`src/rtl/pcie_axil_regfile_pkg.sv`:
```
// pcie_regfile_pkg: shared constants and types for the PCIe AXI-Lite register file.
//   - Byte offsets of the register map (decoded on addr[11:2]).
//   - AXI response codes and the read-back pattern for unmapped offsets.
//   - Write/read channel FSM state types.
//   - Byte-strobe merge helper.
package pcie_regfile_pkg;

  localparam logic [11:0] OFF_ID        = 12'h000;
  localparam logic [11:0] OFF_SCRATCH   = 12'h004;
  localparam logic [11:0] OFF_CTRL_BASE = 12'h010;
  localparam logic [11:0] OFF_STAT_BASE = 12'h100;

  localparam logic [1:0] RESP_OKAY   = 2'b00;
  localparam logic [1:0] RESP_SLVERR = 2'b10;

  localparam logic [31:0] DEAD_BEEF = 32'hDEAD_BEEF;

  typedef enum logic {W_IDLE, W_RESP} wr_state_t;
  typedef enum logic {R_IDLE, R_RESP} rd_state_t;

  function automatic logic [9:0] word_idx(input logic [11:0] off);
    return off[11:2];
  endfunction

  function automatic logic [31:0] apply_wstrb(input logic [31:0] old_val,
                                              input logic [31:0] wdata,
                                              input logic [3:0]  wstrb);
    logic [31:0] r;
    r = old_val;
    for (int unsigned b = 0; b < 4; b++) begin
      if (wstrb[b]) r[8*b +: 8] = wdata[8*b +: 8];
    end
    return r;
  endfunction

endpackage

```
`src/rtl/pcie_axil_regfile_if.sv`:
```
// pcie_axil_regfile_if: 32-bit AXI-Lite bus between the PCIe bridge master port
// and the register file.
//   slave  modport: used by the register file (AW/W/AR/B/R in slave direction).
//   master modport: used by the bridge side (or a testbench).
interface pcie_axil_regfile_if;
  logic [31:0] AWADDR;
  logic        AWVALID;
  logic        AWREADY;
  logic [31:0] WDATA;
  logic [3:0]  WSTRB;
  logic        WVALID;
  logic        WREADY;
  logic [1:0]  BRESP;
  logic        BVALID;
  logic        BREADY;
  logic [31:0] ARADDR;
  logic        ARVALID;
  logic        ARREADY;
  logic [31:0] RDATA;
  logic [1:0]  RRESP;
  logic        RVALID;
  logic        RREADY;

  modport slave (
    input  AWADDR, AWVALID, output AWREADY,
    input  WDATA, WSTRB, WVALID, output WREADY,
    output BRESP, BVALID, input BREADY,
    input  ARADDR, ARVALID, output ARREADY,
    output RDATA, RRESP, RVALID, input RREADY
  );

  modport master (
    output AWADDR, AWVALID, input AWREADY,
    output WDATA, WSTRB, WVALID, input WREADY,
    input  BRESP, BVALID, output BREADY,
    output ARADDR, ARVALID, input ARREADY,
    input  RDATA, RRESP, RVALID, output RREADY
  );
endinterface

```
`src/rtl/pcie_axil_regfile_counter.sv`:
```
// pcie_regfile_counter: one saturating event counter.
//   clk, rst   : clock, asynchronous active-high reset
//   inc        : one-cycle increment pulse
//   clr        : clear from a register write commit
//   snap_clr   : clear from a read snapshot (clear-on-read builds)
//   cnt        : current count, saturates at all-ones
module pcie_regfile_counter #(
  parameter int unsigned CNT_W = 32
) (
  input  logic             clk,
  input  logic             rst,
  input  logic             inc,
  input  logic             clr,
  input  logic             snap_clr,
  output logic [CNT_W-1:0] cnt
);

  always_ff @(posedge clk or posedge rst) begin
    if (rst) begin
      cnt <= '0;
    end else if (clr || snap_clr) begin
      // An event landing on the clear edge is kept rather than lost.
      cnt <= inc ? CNT_W'(1) : '0;
    end else if (inc && (cnt != '1)) begin
      cnt <= cnt + CNT_W'(1);
    end
  end

endmodule

```
`src/rtl/pcie_axil_regfile.sv`:
```
// pcie_axil_regfile: AXI-Lite slave register file on the PCIe bridge master port.
//   axi_clk, axi_reset : PCIe user clock, asynchronous active-high reset
//   pcie_axi           : AXI-Lite slave port (pcie_axil_regfile_if.slave)
//   ctrl_out           : NUM_CTRL control registers, reg i at [32i+31:32i]
//   stat_evt           : one-cycle increment pulses, one per event counter
// Map (addr[11:2] decoded): 0x000 ID (RO), 0x004 scratch, 0x010+4i control,
// 0x100+4i counter (write clears). Unmapped: DEAD_BEEF / SLVERR.
// Build option: PCIE_REGFILE_CLEAR_ON_READ_EN makes counter reads destructive.
module pcie_axil_regfile
  import pcie_regfile_pkg::*;
#(
  parameter int unsigned NUM_CTRL = 4,
  parameter int unsigned NUM_STAT = 4,
  parameter int unsigned CNT_W    = 32,
  parameter logic [31:0] ID_VALUE = 32'h4D43_0001
) (
  input  logic                    axi_clk,
  input  logic                    axi_reset,
  pcie_axil_regfile_if.slave      pcie_axi,
  output logic [32*NUM_CTRL-1:0]  ctrl_out,
  input  logic [NUM_STAT-1:0]     stat_evt
);

  localparam logic [9:0] IDX_ID      = word_idx(OFF_ID);
  localparam logic [9:0] IDX_SCRATCH = word_idx(OFF_SCRATCH);
  localparam logic [9:0] IDX_CTRL    = word_idx(OFF_CTRL_BASE);
  localparam logic [9:0] IDX_STAT    = word_idx(OFF_STAT_BASE);

  wr_state_t w_state;
  rd_state_t r_state;

  logic        aw_held, w_held;
  logic [9:0]  aw_idx;
  logic [31:0] w_data;
  logic [3:0]  w_strb;

  logic [31:0]      scratch_q;
  logic [31:0]      ctrl_q [NUM_CTRL];
  logic [CNT_W-1:0] cnt    [NUM_STAT];

  logic                wr_commit, wr_scratch_hit, wr_err;
  logic [NUM_CTRL-1:0] wr_ctrl_hit;
  logic [NUM_STAT-1:0] wr_stat_hit;

  logic [9:0]          rd_idx;
  logic [31:0]         rd_data;
  logic                rd_err, ar_hs;
  logic [NUM_STAT-1:0] rd_stat_hit, snap_clr;

  logic unused_addr_bits;
  assign unused_addr_bits = ^{pcie_axi.AWADDR[31:12], pcie_axi.AWADDR[1:0],
                              pcie_axi.ARADDR[31:12], pcie_axi.ARADDR[1:0]};

  // ---------------- write decode ----------------
  always_comb begin
    wr_commit      = (w_state == W_IDLE) && aw_held && w_held;
    wr_scratch_hit = (aw_idx == IDX_SCRATCH);
    wr_ctrl_hit    = '0;
    wr_stat_hit    = '0;
    for (int unsigned i = 0; i < NUM_CTRL; i++)
      wr_ctrl_hit[i] = (aw_idx == IDX_CTRL + 10'(i));
    for (int unsigned i = 0; i < NUM_STAT; i++)
      wr_stat_hit[i] = (aw_idx == IDX_STAT + 10'(i));
    wr_err = (aw_idx == IDX_ID) ||
             !(wr_scratch_hit || (|wr_ctrl_hit) || (|wr_stat_hit));
  end

  // ---------------- write channel FSM ----------------
  always_ff @(posedge axi_clk or posedge axi_reset) begin
    if (axi_reset) begin
      w_state          <= W_IDLE;
      aw_held          <= 1'b0;
      w_held           <= 1'b0;
      aw_idx           <= '0;
      w_data           <= '0;
      w_strb           <= '0;
      pcie_axi.AWREADY <= 1'b0;
      pcie_axi.WREADY  <= 1'b0;
      pcie_axi.BVALID  <= 1'b0;
      pcie_axi.BRESP   <= RESP_OKAY;
    end else begin
      case (w_state)
        W_IDLE: begin
          if (wr_commit) begin
            pcie_axi.BVALID  <= 1'b1;
            pcie_axi.BRESP   <= wr_err ? RESP_SLVERR : RESP_OKAY;
            pcie_axi.AWREADY <= 1'b0;
            pcie_axi.WREADY  <= 1'b0;
            w_state          <= W_RESP;
          end else begin
            if (pcie_axi.AWVALID && pcie_axi.AWREADY) begin
              aw_held <= 1'b1;
              aw_idx  <= pcie_axi.AWADDR[11:2];
            end
            if (pcie_axi.WVALID && pcie_axi.WREADY) begin
              w_held <= 1'b1;
              w_data <= pcie_axi.WDATA;
              w_strb <= pcie_axi.WSTRB;
            end
            // Registered READY tracks !held, dropping on the capture edge.
            pcie_axi.AWREADY <= !(aw_held || (pcie_axi.AWVALID && pcie_axi.AWREADY));
            pcie_axi.WREADY  <= !(w_held  || (pcie_axi.WVALID  && pcie_axi.WREADY));
          end
        end
        W_RESP: begin
          if (pcie_axi.BREADY) begin
            pcie_axi.BVALID  <= 1'b0;
            aw_held          <= 1'b0;
            w_held           <= 1'b0;
            pcie_axi.AWREADY <= 1'b1;
            pcie_axi.WREADY  <= 1'b1;
            w_state          <= W_IDLE;
          end
        end
        default: w_state <= W_IDLE;
      endcase
    end
  end

  // ---------------- RW registers ----------------
  always_ff @(posedge axi_clk or posedge axi_reset) begin
    if (axi_reset) begin
      scratch_q <= '0;
      for (int unsigned i = 0; i < NUM_CTRL; i++) ctrl_q[i] <= '0;
    end else if (wr_commit) begin
      if (wr_scratch_hit) scratch_q <= apply_wstrb(scratch_q, w_data, w_strb);
      for (int unsigned i = 0; i < NUM_CTRL; i++)
        if (wr_ctrl_hit[i]) ctrl_q[i] <= apply_wstrb(ctrl_q[i], w_data, w_strb);
    end
  end

  for (genvar g = 0; g < NUM_CTRL; g++) begin : g_ctrl_out
    assign ctrl_out[32*g +: 32] = ctrl_q[g];
  end

  // ---------------- read decode ----------------
  assign rd_idx = pcie_axi.ARADDR[11:2];
  assign ar_hs  = (r_state == R_IDLE) && pcie_axi.ARVALID && pcie_axi.ARREADY;

  always_comb begin
    rd_data     = DEAD_BEEF;
    rd_err      = 1'b1;
    rd_stat_hit = '0;
    if (rd_idx == IDX_ID) begin
      rd_data = ID_VALUE;
      rd_err  = 1'b0;
    end
    if (rd_idx == IDX_SCRATCH) begin
      rd_data = scratch_q;
      rd_err  = 1'b0;
    end
    for (int unsigned i = 0; i < NUM_CTRL; i++) begin
      if (rd_idx == IDX_CTRL + 10'(i)) begin
        rd_data = ctrl_q[i];
        rd_err  = 1'b0;
      end
    end
    for (int unsigned i = 0; i < NUM_STAT; i++) begin
      if (rd_idx == IDX_STAT + 10'(i)) begin
        rd_data        = 32'(cnt[i]);
        rd_err         = 1'b0;
        rd_stat_hit[i] = 1'b1;
      end
    end
  end

  // ---------------- read channel FSM ----------------
  always_ff @(posedge axi_clk or posedge axi_reset) begin
    if (axi_reset) begin
      r_state          <= R_IDLE;
      pcie_axi.ARREADY <= 1'b0;
      pcie_axi.RVALID  <= 1'b0;
      pcie_axi.RDATA   <= '0;
      pcie_axi.RRESP   <= RESP_OKAY;
    end else begin
      case (r_state)
        R_IDLE: begin
          if (ar_hs) begin
            pcie_axi.RDATA   <= rd_data;
            pcie_axi.RRESP   <= rd_err ? RESP_SLVERR : RESP_OKAY;
            pcie_axi.RVALID  <= 1'b1;
            pcie_axi.ARREADY <= 1'b0;
            r_state          <= R_RESP;
          end else begin
            pcie_axi.ARREADY <= 1'b1;
          end
        end
        R_RESP: begin
          if (pcie_axi.RREADY) begin
            pcie_axi.RVALID  <= 1'b0;
            pcie_axi.ARREADY <= 1'b1;
            r_state          <= R_IDLE;
          end
        end
        default: r_state <= R_IDLE;
      endcase
    end
  end

  // ---------------- event counters ----------------
`ifdef PCIE_REGFILE_CLEAR_ON_READ_EN
  assign snap_clr = ar_hs ? rd_stat_hit : '0;
`else
  logic unused_rd_stat_hit;
  assign unused_rd_stat_hit = |rd_stat_hit;
  assign snap_clr = '0;
`endif

  for (genvar g = 0; g < NUM_STAT; g++) begin : g_cnt
    pcie_regfile_counter #(.CNT_W(CNT_W)) u_cnt (
      .clk      (axi_clk),
      .rst      (axi_reset),
      .inc      (stat_evt[g]),
      .clr      (wr_commit && wr_stat_hit[g]),
      .snap_clr (snap_clr[g]),
      .cnt      (cnt[g])
    );
  end

endmodule

```
`src/flat_wrapper.sv`:
```
// flat-port wrapper written by rule: the top's interface ports become plain ports
module pcie_axil_regfile_flat import pcie_regfile_pkg::*;
#(
  parameter int unsigned NUM_CTRL = 4,
  parameter int unsigned NUM_STAT = 4,
  parameter int unsigned CNT_W    = 32,
  parameter logic [31:0] ID_VALUE = 32'h4D43_0001
)
  (axi_clk, axi_reset, ctrl_out, stat_evt, pcie_axi_AWADDR, pcie_axi_AWVALID, pcie_axi_AWREADY, pcie_axi_WDATA, pcie_axi_WSTRB, pcie_axi_WVALID, pcie_axi_WREADY, pcie_axi_BRESP, pcie_axi_BVALID, pcie_axi_BREADY, pcie_axi_ARADDR, pcie_axi_ARVALID, pcie_axi_ARREADY, pcie_axi_RDATA, pcie_axi_RRESP, pcie_axi_RVALID, pcie_axi_RREADY);
  pcie_axil_regfile_if pcie_axi_i ();
  input  logic axi_clk;
  input  logic axi_reset;
  output logic [32*NUM_CTRL-1:0] ctrl_out;
  input  logic [NUM_STAT-1:0] stat_evt;
  input wire logic [$bits(pcie_axi_i.AWADDR)-1:0] pcie_axi_AWADDR;
  input wire logic [$bits(pcie_axi_i.AWVALID)-1:0] pcie_axi_AWVALID;
  output wire logic [$bits(pcie_axi_i.AWREADY)-1:0] pcie_axi_AWREADY;
  input wire logic [$bits(pcie_axi_i.WDATA)-1:0] pcie_axi_WDATA;
  input wire logic [$bits(pcie_axi_i.WSTRB)-1:0] pcie_axi_WSTRB;
  input wire logic [$bits(pcie_axi_i.WVALID)-1:0] pcie_axi_WVALID;
  output wire logic [$bits(pcie_axi_i.WREADY)-1:0] pcie_axi_WREADY;
  output wire logic [$bits(pcie_axi_i.BRESP)-1:0] pcie_axi_BRESP;
  output wire logic [$bits(pcie_axi_i.BVALID)-1:0] pcie_axi_BVALID;
  input wire logic [$bits(pcie_axi_i.BREADY)-1:0] pcie_axi_BREADY;
  input wire logic [$bits(pcie_axi_i.ARADDR)-1:0] pcie_axi_ARADDR;
  input wire logic [$bits(pcie_axi_i.ARVALID)-1:0] pcie_axi_ARVALID;
  output wire logic [$bits(pcie_axi_i.ARREADY)-1:0] pcie_axi_ARREADY;
  output wire logic [$bits(pcie_axi_i.RDATA)-1:0] pcie_axi_RDATA;
  output wire logic [$bits(pcie_axi_i.RRESP)-1:0] pcie_axi_RRESP;
  output wire logic [$bits(pcie_axi_i.RVALID)-1:0] pcie_axi_RVALID;
  input wire logic [$bits(pcie_axi_i.RREADY)-1:0] pcie_axi_RREADY;
  assign pcie_axi_i.AWADDR = pcie_axi_AWADDR;
  assign pcie_axi_i.AWVALID = pcie_axi_AWVALID;
  assign pcie_axi_AWREADY = pcie_axi_i.AWREADY;
  assign pcie_axi_i.WDATA = pcie_axi_WDATA;
  assign pcie_axi_i.WSTRB = pcie_axi_WSTRB;
  assign pcie_axi_i.WVALID = pcie_axi_WVALID;
  assign pcie_axi_WREADY = pcie_axi_i.WREADY;
  assign pcie_axi_BRESP = pcie_axi_i.BRESP;
  assign pcie_axi_BVALID = pcie_axi_i.BVALID;
  assign pcie_axi_i.BREADY = pcie_axi_BREADY;
  assign pcie_axi_i.ARADDR = pcie_axi_ARADDR;
  assign pcie_axi_i.ARVALID = pcie_axi_ARVALID;
  assign pcie_axi_ARREADY = pcie_axi_i.ARREADY;
  assign pcie_axi_RDATA = pcie_axi_i.RDATA;
  assign pcie_axi_RRESP = pcie_axi_i.RRESP;
  assign pcie_axi_RVALID = pcie_axi_i.RVALID;
  assign pcie_axi_i.RREADY = pcie_axi_RREADY;
  pcie_axil_regfile #(.NUM_CTRL(NUM_CTRL), .NUM_STAT(NUM_STAT), .CNT_W(CNT_W), .ID_VALUE(ID_VALUE)) u_core (.axi_clk(axi_clk), .axi_reset(axi_reset), .pcie_axi(pcie_axi_i), .ctrl_out(ctrl_out), .stat_evt(stat_evt));
endmodule
```
`config.mk`:
```
export PLATFORM = sky130hd
export DESIGN_NAME = pcie_axil_regfile_flat
export DESIGN_NICKNAME = d
export VERILOG_FILES = /design/src/rtl/pcie_axil_regfile_pkg.sv /design/src/rtl/pcie_axil_regfile_if.sv /design/src/rtl/pcie_axil_regfile_counter.sv /design/src/rtl/pcie_axil_regfile.sv /design/src/flat_wrapper.sv
export SDC_FILE = /design/constraint.sdc
export NUM_CORES = 1
export LEC_CHECK = 0
export ABC_AREA = 1
export CORE_UTILIZATION = 45
export DETAILED_ROUTE_END_ITERATION = 16
export GPL_ROUTABILITY_DRIVEN = 0
export PLACE_DENSITY_LB_ADDON = 0.15
export REMOVE_ABC_BUFFERS = 1
export SYNTH_ARGS = -nofsm -noshare
export SYNTH_HDL_FRONTEND = slang
export SYNTH_SLANG_ARGS = --single-unit
```
`constraint.sdc`:
```
create_clock -name axi_clk -period 17.4 [get_ports axi_clk]
set_input_delay 3.48 -clock axi_clk [delete_from_list [all_inputs] [get_ports axi_clk]]
set_output_delay 3.48 -clock axi_clk [all_outputs]
set_load 0.005 [all_outputs]
```
==> summary.txt <==
Floorplan
  – Starting Density: 46.0%
  – Die width: 216 microns
  – I/O Pins: 280
  – Die H: 216 microns
  – Rows: 77
  – Core region area: 0.0446 sq mm
  – Full die area: 0.0465 sq mm

Run status
  – Status: finished clean

Global route
  – Vias in the first global route: 18,100
  – Largest net degree at the start of global routing: 185
  – GRT Util Overall: 29.3%
  – Grt ovf: 0
  – First-pass GRT wire length: 106 mm
  – Initial antenna violation count: 1

Logic synthesis
  – Asr flop ratio synth: 100%
  – Synth Cell Area: 0.0205 sq mm
  – Syn avg cell area: 7.84 sq um
  – Most common cell in the synthesized netlist: nand2_1
  – Post-synth EDFFs: 0
  – Sequential area share after synthesis: 46.0%
  – Yosys reg bits: 377
  – Synth Flop Type: dfrtp_1
  – Yosys Warn Count: 0
  – Post-synth top area share: 46.0%
  – Cells after Synth: 2,617
  – Cell taking the most area after synthesis: dfrtp_1
  – Distinct cells, synth: 59
  – Most frequent cells after synthesis: nand2_1 (679), dfrtp_1 (377), nor2_1 (283)
  – Top cells by area, synth: dfrtp_1 (46%), nand2_1 (12%), nor2_1 (5.2%), o21ai_0 (4.2%), inv_1 (4.1%)

Placed design
  – Placed cells: 3,359
  – IO buf count: 233
  – Area after DPL: 0.0231 sq mm
  – Dpl hpwl: 49.4 mm

Setup path
  – Nature of the critical path startpoint: primary input
  – Worst setup EP type: flop
  – Reg2reg start: u_core.aw_idx[8]
  – Crit-path max FO: 15
  – Kind of critical path: in2reg
  – CP Data Arrival Time: 6710 ps
  – Reg2reg path depth: 8
  – Cells along the critical path: clkdlybuf4s50_1, nor2_4, nand3_1, nor2_4, nand2_1, inv_1, nand2_1, nand3_1, nand2_1, nand2_1, nand2_1, nand2_1, a21oi_1
  – Worst Path Required: 17,850 ps
  – Crit-path max cell delay: 510 ps
  – Most used cell along the critical path: nand2_1
  – Register-to-register setup slack: 14,260 ps
  – Reg2reg end: u_core.g_cnt[3].u_cnt.cnt[5]
  – Crit path max-delay cell type: inv_1

Clocking
  – Post-CTS Hold Fix Bufs: 0
  – Cell at the root of the clock tree: clkbuf_16
  – CTS tree: done
  – CTS max path bufs: 3
  – Skew-Pair Late Insertion Delay: 570 ps
  – Postcts setup bufs: 0
  – Sink Count: 377
  – CTS buffer count: 42
  – Reg clk slew, reported paths: 60 ps
  – Post-cts resize count: 0
  – H-tree lvl count: 2

Power and ir drop
  – Pwr/cell area: 102 mW/mm^2
  – Leakage Power: 10.8 nW
  – VDD IR max: 0.0000602 V

Layout
  – Final Instance Count excl. Fillers: 3,437
  – Area growth from synthesis to layout: 19.2%
  – Layout cells sized above 1: 8.65%
  – Multi-input gate area: 0.00959 sq mm
  – Fillers: 4,167
  – FF+latch area: 0.00943 sq mm
  – Fin area: 0.0245 sq mm
  – Nets: 2,926

Routing
  – Antenna violation net count after detailed routing: 0
  – DR vias/cell: 5.59
  – DRT Pass-1 Iters: 6
  – Post-route DRC violation count: 0
  – WL/cell: 19.9 microns
  – Via count: 19,200
  – Initial drt markers: 2,098
  – Final WL: 68.2 mm

Min path
  – Worst min-delay path class: reg2reg
  – Hold path cells: 1
  – Min-delay src: u_core.r_state
  – Hold endpoint: u_core.pcie_axi.RVALID

STA
  – Slew @ Worst Pin: 1160 ps
  – RSZ-0062 raised after global routing: no
  – Count of final max-slew check failures: 0
  – Max_slew headroom: 22.5%
  – Fin crit share: 35.9%
  – Worst clock skew: 7.36 ps
  – Hold Fails Final Rpt: 0
  – Setup TNS: 0 ps
  – Clock period minus worst slack: 6250 ps
  – Endpoints failing setup: 0
  – Max Clk Rate: 160 MHz

Flow run
  – Max-capacitance violation count: 0
logic make-up after synthesis:
| kind of cell | count (synthesis) | synth area share [%] |
|---|---|---|
| buf+inv | 337 | 7.43 |
| other cells | 1 | 0.0183 |
| simple gates | 1358 | 30.0 |
| compound gates | 482 | 13.8 |
| flops | 377 | 46.0 |
| mux | 9 | 0.494 |
| xor+xnor | 49 | 2.09 |
| fa+ha+maj | 4 | 0.244 |
critical path, delay by kind of cell:
family | cells | cell delay, ps
AND/OR/NAND/NOR | 10 | 2170
buffers and inverters | 2 | 950
AO/OA/AOI/OAI | 1 | 90
cell type report:
class	count	area share, %
Inverter	245	3.81
Antenna cell	1	0.0102
Sequential cell	377	38.5
Clock inverter	19	0.823
Tap cell	592	3.03
Multi-Input combinational cell	1904	39.2
Timing Repair Buffer	241	9.83
Clock buffer	58	4.79
flip-flops by register name (all words and copies together) (netlist names):
name,flops
u_core.pcie_axi.ARREADY,1
u_core.pcie_axi.RDATA,32
u_core.ctrl_out,128
u_core.w_state,1
u_core.pcie_axi.BVALID,1
u_core.pcie_axi.BRESP,1
u_core.g_cnt.u_cnt.cnt,128
u_core.pcie_axi.WREADY,1
u_core.pcie_axi.AWREADY,1
u_core.aw_held,1
u_core.scratch_q,32
u_core.r_state,1
u_core.pcie_axi.RVALID,1
u_core.pcie_axi.RRESP,1
u_core.aw_idx,10
u_core.w_data,32
u_core.w_held,1
u_core.w_strb,4
report_power, final:
group / switching, mW / internal, mW
Combinational: 0.326 / 0.170
Clock: 0.381 / 0.519
Sequential: 0.0974 / 0.991
layout by cell type (no fill, tap or decap), types with 21 or more instances in the layout:
cell type        count
a211oi_1            21
a21oi_1            135
clkbuf_16           42
clkdlybuf4s50_1    233
dfrtp_1            377
inv_1              222
nand2_1            679
nand3_1            130
nand4_1             66
nor2_1             282
nor3_1              83
o21ai_0            172
o21ai_1             41
o21ai_2             64
xor2_1              41
stage by stage:
step / worst slack [ps] / power (mW) / hold WS (ps) / utilization (%)
final: 11150 / 2.48 / 435 / 54.9
after detailed placement: 10650 / 1.60 / 435 / 51.8
after global placement: 10680 / 1.58 / 426 / 51.8
after CTS: 11240 / 2.50 / 443 / 54.9
after global routing: 11050 / 2.60 / 468 / 54.9
after floorplan: 3450 / 1.40 / 417 / -
worst max path at each step:
stage | end | slack [ps] | from | cells after the start
2_1_floorplan | u_core.aw_held | 3450 | axi_reset | 1
3_3_place_gp | u_core.pcie_axi.RDATA[7] | 10680 | pcie_axi_ARADDR[11] | 13
3_5_place_dp | u_core.pcie_axi.RDATA[7] | 10650 | pcie_axi_ARADDR[11] | 13
4_1_cts | u_core.pcie_axi.RDATA[7] | 11240 | pcie_axi_ARADDR[11] | 13
5_1_grt | u_core.pcie_axi.RDATA[23] | 11050 | pcie_axi_ARADDR[2] | 13
6_report | u_core.pcie_axi.RDATA[7] | 11150 | pcie_axi_ARADDR[11] | 13
layer usage:
| metal | part of all wire (%) | up-vias | track usage [%] |
|---|---|---|---|
| met5 | 0 | - | 0 |
| met4 | 3.7 | 0 | 11.4 |
| met3 | 7.9 | 143 | 4.69 |
| met2 | 46 | 829 | 46.6 |
| met1 | 42 | 9196 | 40.2 |
| li1 | - | 9048 | - |
(Power assumes the default switching activity.)
